$ cat src/rtl/osd_spi_cmd_seq.sv
// Command sequencer behind the OSD SPI byte slave: decodes the first byte of each
// transaction, streams buffer writes, holds OSD control. Optional feature macro: OSD_CHECKSUM_EN.
module osd_spi_cmd_seq #(
    parameter int         ROW_W   = 3,
    parameter int         COL_W   = 8,
    parameter logic [7:0] VERSION = 8'h12
) (
    input  logic                   clk,
    input  logic                   reset,
    input  logic                   clk7_en,
    input  logic                   rx,
    input  logic                   cmd,
    input  logic                   vld,
    input  logic [7:0]             rx_data,
    output logic [7:0]             spi_in,
    output logic                   wr_en,
    output logic [ROW_W+COL_W-1:0] wr_addr,
    output logic [7:0]             wr_data,
    output logic                   osd_enable,
    output logic [3:0]             hl_row,
    output logic                   busy
);
    typedef enum logic [2:0] {IDLE, WR_BUF, SET_HL, RD_STAT, RD_TAIL, RD_SUM, DISCARD} state_t;

    state_t                 state, state_nxt;
    logic                   rx_d, rx_d_nxt;
    logic                   armed, armed_nxt;
    logic                   ev;
    logic [ROW_W-1:0]       row, row_nxt;
    logic [COL_W-1:0]       col, col_nxt;
    logic [7:0]             spi_nxt, wr_data_nxt;
    logic                   wr_en_nxt, osd_en_nxt;
    logic [ROW_W+COL_W-1:0] wr_addr_nxt;
    logic [3:0]             hl_nxt;
`ifdef OSD_CHECKSUM_EN
    logic [7:0]             acc, acc_nxt;
`endif

    // armed stays low after reset until rx is seen low, so a byte strobe that
    // straddles reset release is never taken as a fresh byte
    assign ev   = clk7_en & rx & ~rx_d & armed;
    assign busy = (state != IDLE);

    always_ff @(posedge clk or posedge reset) begin
        if (reset) begin
            state      <= IDLE;
            rx_d       <= 1'b0;
            armed      <= 1'b0;
            row        <= '0;
            col        <= '0;
            spi_in     <= 8'h00;
            wr_en      <= 1'b0;
            wr_addr    <= '0;
            wr_data    <= 8'h00;
            osd_enable <= 1'b0;
            hl_row     <= 4'hF;
`ifdef OSD_CHECKSUM_EN
            acc        <= 8'h00;
`endif
        end else begin
            state      <= state_nxt;
            rx_d       <= rx_d_nxt;
            armed      <= armed_nxt;
            row        <= row_nxt;
            col        <= col_nxt;
            spi_in     <= spi_nxt;
            wr_en      <= wr_en_nxt;
            wr_addr    <= wr_addr_nxt;
            wr_data    <= wr_data_nxt;
            osd_enable <= osd_en_nxt;
            hl_row     <= hl_nxt;
`ifdef OSD_CHECKSUM_EN
            acc        <= acc_nxt;
`endif
        end
    end

    // wr_en defaults low every clk so the write strobe is a single clk wide
    always_comb begin
        state_nxt   = state;
        rx_d_nxt    = rx_d;
        armed_nxt   = armed;
        row_nxt     = row;
        col_nxt     = col;
        spi_nxt     = spi_in;
        wr_en_nxt   = 1'b0;
        wr_addr_nxt = wr_addr;
        wr_data_nxt = wr_data;
        osd_en_nxt  = osd_enable;
        hl_nxt      = hl_row;
`ifdef OSD_CHECKSUM_EN
        acc_nxt     = acc;
`endif
        if (clk7_en) begin
            rx_d_nxt = rx;
            if (!rx)
                armed_nxt = 1'b1;
            if (ev && cmd) begin
                if (rx_data[7:3] == 5'b00100) begin
                    state_nxt = WR_BUF;
                    row_nxt   = ROW_W'(rx_data[2:0]);
                    col_nxt   = '0;
`ifdef OSD_CHECKSUM_EN
                    acc_nxt   = 8'h00;
`endif
                end else begin
                    case (rx_data)
                        8'h40: begin
                            osd_en_nxt = 1'b0;
                            state_nxt  = IDLE;
                        end
                        8'h41: begin
                            osd_en_nxt = 1'b1;
                            state_nxt  = IDLE;
                        end
                        8'h60: state_nxt = SET_HL;
                        8'h80: begin
                            state_nxt = RD_STAT;
                            spi_nxt   = {6'b0, osd_enable, 1'b1};
                        end
`ifdef OSD_CHECKSUM_EN
                        8'h81: begin
                            state_nxt = RD_SUM;
                            spi_nxt   = acc;
                        end
`endif
                        default: state_nxt = DISCARD;
                    endcase
                end
            end else if (ev) begin
                case (state)
                    WR_BUF: begin
                        wr_en_nxt   = 1'b1;
                        wr_addr_nxt = {row, col};
                        wr_data_nxt = rx_data;
                        col_nxt     = col + COL_W'(1);
`ifdef OSD_CHECKSUM_EN
                        acc_nxt     = acc ^ rx_data;
`endif
                    end
                    SET_HL: begin
                        hl_nxt    = rx_data[3:0];
                        state_nxt = DISCARD;
                    end
                    RD_STAT: begin
                        spi_nxt   = VERSION;
                        state_nxt = RD_TAIL;
                    end
                    RD_TAIL: spi_nxt = 8'h00;
`ifdef OSD_CHECKSUM_EN
                    RD_SUM:  spi_nxt = acc;
`endif
                    default: ;
                endcase
            end else if (!vld) begin
                state_nxt = IDLE;
                spi_nxt   = 8'h00;
            end
        end
    end
endmodule

$ cat config.mk
export PLATFORM = sky130hd
export DESIGN_NAME = osd_spi_cmd_seq
export DESIGN_NICKNAME = d
export VERILOG_FILES = /design/src/rtl/osd_spi_cmd_seq.sv
export SDC_FILE = /design/constraint.sdc
export NUM_CORES = 1
export LEC_CHECK = 0
export ABC_AREA = 1
export CAP_MARGIN = 0
export CORE_ASPECT_RATIO = 0.5
export CORE_UTILIZATION = 55
export DETAILED_ROUTE_END_ITERATION = 8
export DONT_BUFFER_PORTS = 1
export PLACE_DENSITY = 0.85
export SLEW_MARGIN = 20
export SYNTH_ARGS = -nofsm -noshare
export SYNTH_HDL_FRONTEND = slang
export SYNTH_SLANG_ARGS = --single-unit
$ cat constraint.sdc
create_clock -name clk -period 1.25 [get_ports clk]
set_clock_uncertainty 0.05 [all_clocks]
set_input_delay 0.125 -clock clk [delete_from_list [all_inputs] [get_ports clk]]
set_output_delay 0.125 -clock clk [all_outputs]
set_load 0.02 [all_outputs]
After elaboration in Yosys (flattened, before gate mapping)
Index checks and enable logic that the tools add are counted.
{ "classes": {"n_reduce_logical": 14, "eq_ne": 15, "n_addsub": 1, "n_mux": 21, "n_bitwise": 7} }
{ "op_table": {"columns": ["op", "count"], "rows": [
  ["$mux 8", 9],
  ["$eq 8x7->1 const B", 3],
  ["$pmux 8 s2", 1],
  ["$reduce_and 4->1", 4],
  ["$mux 3", 4],
  ["$pmux 3 s3", 1],
  ["$add 8x1->8 const B", 1],
  ["$eq 8x8->1 const B", 1],
  ["$ne 4x1->1 const B", 2],
  ["$eq 3x2->1 const B", 2],
  ["$pmux 3 s2", 1],
  ["$reduce_and 3->1", 2],
  ["$reduce_bool 2->1", 3],
  ["$eq 5x3->1 const B", 1],
  ["$reduce_and 5->1", 1],
  ["$mux 1", 4],
  ["$ne 2x1->1 const B", 2],
  ["$not 1->1", 4],
  ["$and 1x1->1", 3],
  ["$eq 3x1->1 const B", 1],
  ["$eq 3x3->1 const B", 1],
  ["$ne 3x1->1 const B", 1],
  ["$reduce_bool 3->1", 1],
  ["$ne 2x2->1 const B", 1],
  ["other kinds (4)", 4]
]} }
{ "word_totals": {"in_bits": 14, "register_bits": 49, "wordCells": 69} }

Depth between registers and ports, before layout
{ "depth": {"depth_word": 6, "depth_mapped": 9} }

Least setup slack after synthesis
Ideal clock, no wire load.
{ "synth_timing": {"kind": "reg2reg", "from": "reg state[2]", "to": "reg col[7]", "path_stages_with_launch": 7, "setup_slack_ns": -0.116, "setup_time_ns": 0.126, "arrival_ns": 1.189, "cell_sequence": "dfrtp_1 -> inv_1 -> nand3_1 -> a21oi_1 -> inv_1 -> nor2_2 -> o21ai_0"} }
{ "synth_via": {"elab_chain_cells": 3} }
{ "synth_lines": {"columns": ["item", "line", "text"], "rows": [
  ["start, declared", "25", "state_t state, state_nxt;"],
  ["start signal, assigned", "61", "state <= state_nxt;"],
  ["$eq 3x1->1", "131", "case (state)"],
  ["$reduce_bool 2->1 (no line)", null, null],
  ["$reduce_and 4->1 (no line)", null, null],
  ["end signal, assigned", "65", "col <= col_nxt;"],
  ["end, declared", "30", "logic [COL_W-1:0] col, col_nxt;"]
]} }
No other way between the ends.
A chain may end at the register's enable or synchronous reset.

Worst setup path in the final report
{ "layout_timing": {"from": "reg state[1]", "to": "reg col[1]"} }
The elaborated chain is that of the path after synthesis.

==> flow_summary.ini <==
[grt]
grt_max_degree = 45
antenna_found_initial = 0
grt_pass1_wl_mm = 8.87
grt_overflow_total = 0
grt_use_total_pct = 30.5
grt_pass1_vias = 1832

[routing]
wl_per_cell_um = 19.7
wl_met1_mm = 2.54
drt_iter0_markers = 186
dr.pass1.iters = 7
top_layer = met4
avgViaCountPerCell = 6.13
wl_met3_um = 732
vias = 2116
wl_mm = 6.79
met2_length_mm = 3.12
drc = 0
ant_nets = 0

[power]
p_int_mw = 2.17
power_frac_seq_pct = 53.0
netSwitchingFraction_pct = 30.8
peakVddDrop_mv = 0.716
power_frac_clock_pct = 30.8
power-per-cell-area_mw_per_mm2 = 1110
p_comb_share_pct = 16.1
p_leak_nw = 1.38
switchingPower_mw = 0.965

[floorplan]
initial_core_util_pct = 59.6
fp.coreArea_mm2 = 0.00355
fp.dieH_um = 45.8
pin_count = 48
die_w_um = 89.7
dieArea_mm2 = 0.00411
row_count = 15

[placement]
port_buffers = 0
dpl_cell_area_mm2 = 0.00226
dp_slack_ns = -0.164
dp.cells = 316
hpwl_mm = 3.19
gp_congestion = 0.868

[synth]
avgSynthCellArea_um2 = 8.35
mappedNetlistArea_mm2 = 0.00211
synth_warnings = 0
synthDistinctLibCells = 29
seq_area_frac_synth_pct = 52.3
netlist_instances = 253
ys_seq_elements = 44

[sta]
drv_slew = 0
finalHoldViolations = 4
finalCriticalPeriod_ns = 1.49
fin_ws_ns = -0.235
clock.fmax_mhz = 673
rsz0062_at_grt = true
hold_slack_ns = -0.123
fin_crit_sh_pct = 119
finalSetupViolations = 42
setup_tns_ns = -5.93

[setup_path]
crit_type = reg -> reg
r2r-start = state[1]$_DFFE_PP0P_
crit_slowest_cell = dfrtp_1
r2r_setup_slack_ns = -0.24
critPathLaunchType = register
cp-startpoint = state[1]$_DFFE_PP0P_
cp_cell_sequence = inv_2 > nand3_4 > a21oi_4 > inv_1 > nor2_4 > o21ai_1
path_max_fanout = 4
worstReg2RegEnd = col[1]$_DFFE_PP0P_
crit_required_ns = 1.38
cpPeakStageDelay_ns = 0.46
cp_data_arrival_time_ns = 1.62
endpoint_kind = register
endpoint = col[1]$_DFFE_PP0P_
r2r_cells = 6

[status]
status = complete, but fails checks
violations = hold timing, setup timing

[cells_and_area]
drive_gt1_share_pct = 33.0
final_cell_area_mm2 = 0.00282
antenna_cells = 0
nets = 308
syn_to_final_growth_pct = 33.6
stdcell_count = 345

[clocking]
clk_latency_ns = 0.31
cts_root_buffer = clkbuf_8
cts_tree = done
clock_tree.buffer_depth = 2
clkSlewWorstSetupHoldPaths_ns = 0.09
ctsHtreeMaxLevel = 2
numCtsBuffers = 5
clock-sinks = 44

[hold_path]
hold_class = in -> reg

[job]
maxCapViolations = 0
[worst min-delay path by stage]
stage / start / to / slack, ns / cells after the start
6_report: clk7_en / rx_d$_DFFE_PP0P_ / -0.12 / 1
5_1_grt: clk7_en / rx_d$_DFFE_PP0P_ / -0.12 / 1
4_1_cts: clk7_en / rx_d$_DFFE_PP0P_ / -0.13 / 1
3_5_place_dp: reset / wr_addr[6]$_DFFE_PP0P_ / 0.07 / 2
3_3_place_gp: reset / wr_addr[9]$_DFFE_PP0P_ / 0.04 / 2
2_1_floorplan: rx / armed$_DFFE_PP0P_ / 0.18 / 1
[synth_stat cells]
cell	number	share of area (%)
a21oi_1	3	0.71
and2_1	1	0.30
buf_4	5	1.8
buf_6	3	1.6
clkinv_2	1	0.24
conb_1	1	0.18
dfrtp_1	40	47
dfstp_2	4	5.0
ha_1	1	0.59
inv_1	29	5.2
inv_4	1	0.30
nand2_1	81	14
nand2_2	2	0.59
nand3_1	14	3.3
nand3_4	1	0.83
nand4_1	5	1.5
nand4_2	1	0.59
nor2_1	16	2.8
nor2_2	3	0.89
nor2_4	1	0.53
nor2_8	1	0.95
o21ai_0	17	4.0
o21ai_1	15	3.6
o21ai_2	1	0.41
o22ai_1	1	0.30
o22ai_2	1	0.59
or2_0	1	0.30
xnor2_1	1	0.41
xor2_1	2	0.83
[flip-flops by register name, indices dropped and copies added (netlist names)]
register and flops:
wr_en 1, hl_row 4, osd_enable 1, armed 1
wr_addr 11, col 8, row 3, state 3
rx_d 1, spi_in 3, wr_data 8
[layer usage]
metal	vias up	GRT usage (%)
met5	-	0
met4	0	17.1
met3	58	10.3
met2	182	48.0
met1	992	37.5
li1	884	-
[metrics by stage]
stage | power [mW] | util, %
final | 3.13 | 79.6
after global routing | 3.25 | 79.6
after CTS | 3.02 | 74.1
after detailed placement | 1.99 | 63.8
after global placement | 1.97 | 63.8
after floorplan | 1.88 | -
[power by group through the flow]
stage | sequential (mW) | clock, mW | combinational (mW)
floorplan | 1.65 | 0 | 0.222
global placement | 1.66 | 0 | 0.311
detailed placement | 1.67 | 0 | 0.325
CTS | 1.64 | 0.966 | 0.412
global route | 1.67 | 1.04 | 0.536
finish | 1.66 | 0.966 | 0.505
[cells by family (layout without fill, tap and decap cells)]
family | after synthesis | in the layout | share of synthesized area, %
adders and majority gates | 1 | 1 | 0.592
xor gates and xnor gates | 3 | 3 | 1.24
and+or+nand+nor | 127 | 127 | 27.0
DFF | 44 | 44 | 52.3
other | 1 | 5 | 0.177
AOI/OAI and AO/OA | 38 | 38 | 9.59
buffers and inverters | 39 | 76 | 9.06
[placed cells by master (no fill, tap or decap), types with 11 or more instances in the layout]
cell and instances:
nand3_1 11, inv_1 24, o21ai_2 11, o21ai_1 12, nor2_1 11, dlygate4sd3_1 12, dfrtp_1 39, nand2_1 62
nand2_2 14, buf_4 18
[area by class of cell]
cell class                 instances  area [um2]
timing repair buffer              36         349
inverter                          31         136
multi-input combinational        174        1050
clock inverter                     2        15.0
timing repair inverter             1        16.3
clock buffer                       6        82.6
tap                               51        63.8
sequential                        44        1110
fill                             186         723
[worst max-delay path: cells and delay by family, from the launching register on]
| family | cells | cell delay [ns] |
|---|---|---|
| buffers and inverters | 2 | 0.22 |
| flip-flops | 1 | 0.46 |
| AND/OR/NAND/NOR | 2 | 0.29 |
| AO/OA/AOI/OAI | 2 | 0.34 |
[what timing repair did]
action,4_1_cts,5_1_grt
endpoints found under the hold margin,57,5
resized for setup,43,36
setup endpoints to repair,42,43
gates cloned,0,1
setup buffers,4,4
hold buffers,10,2
pin swaps,10,5
Power figures use the tool's default switching activity.
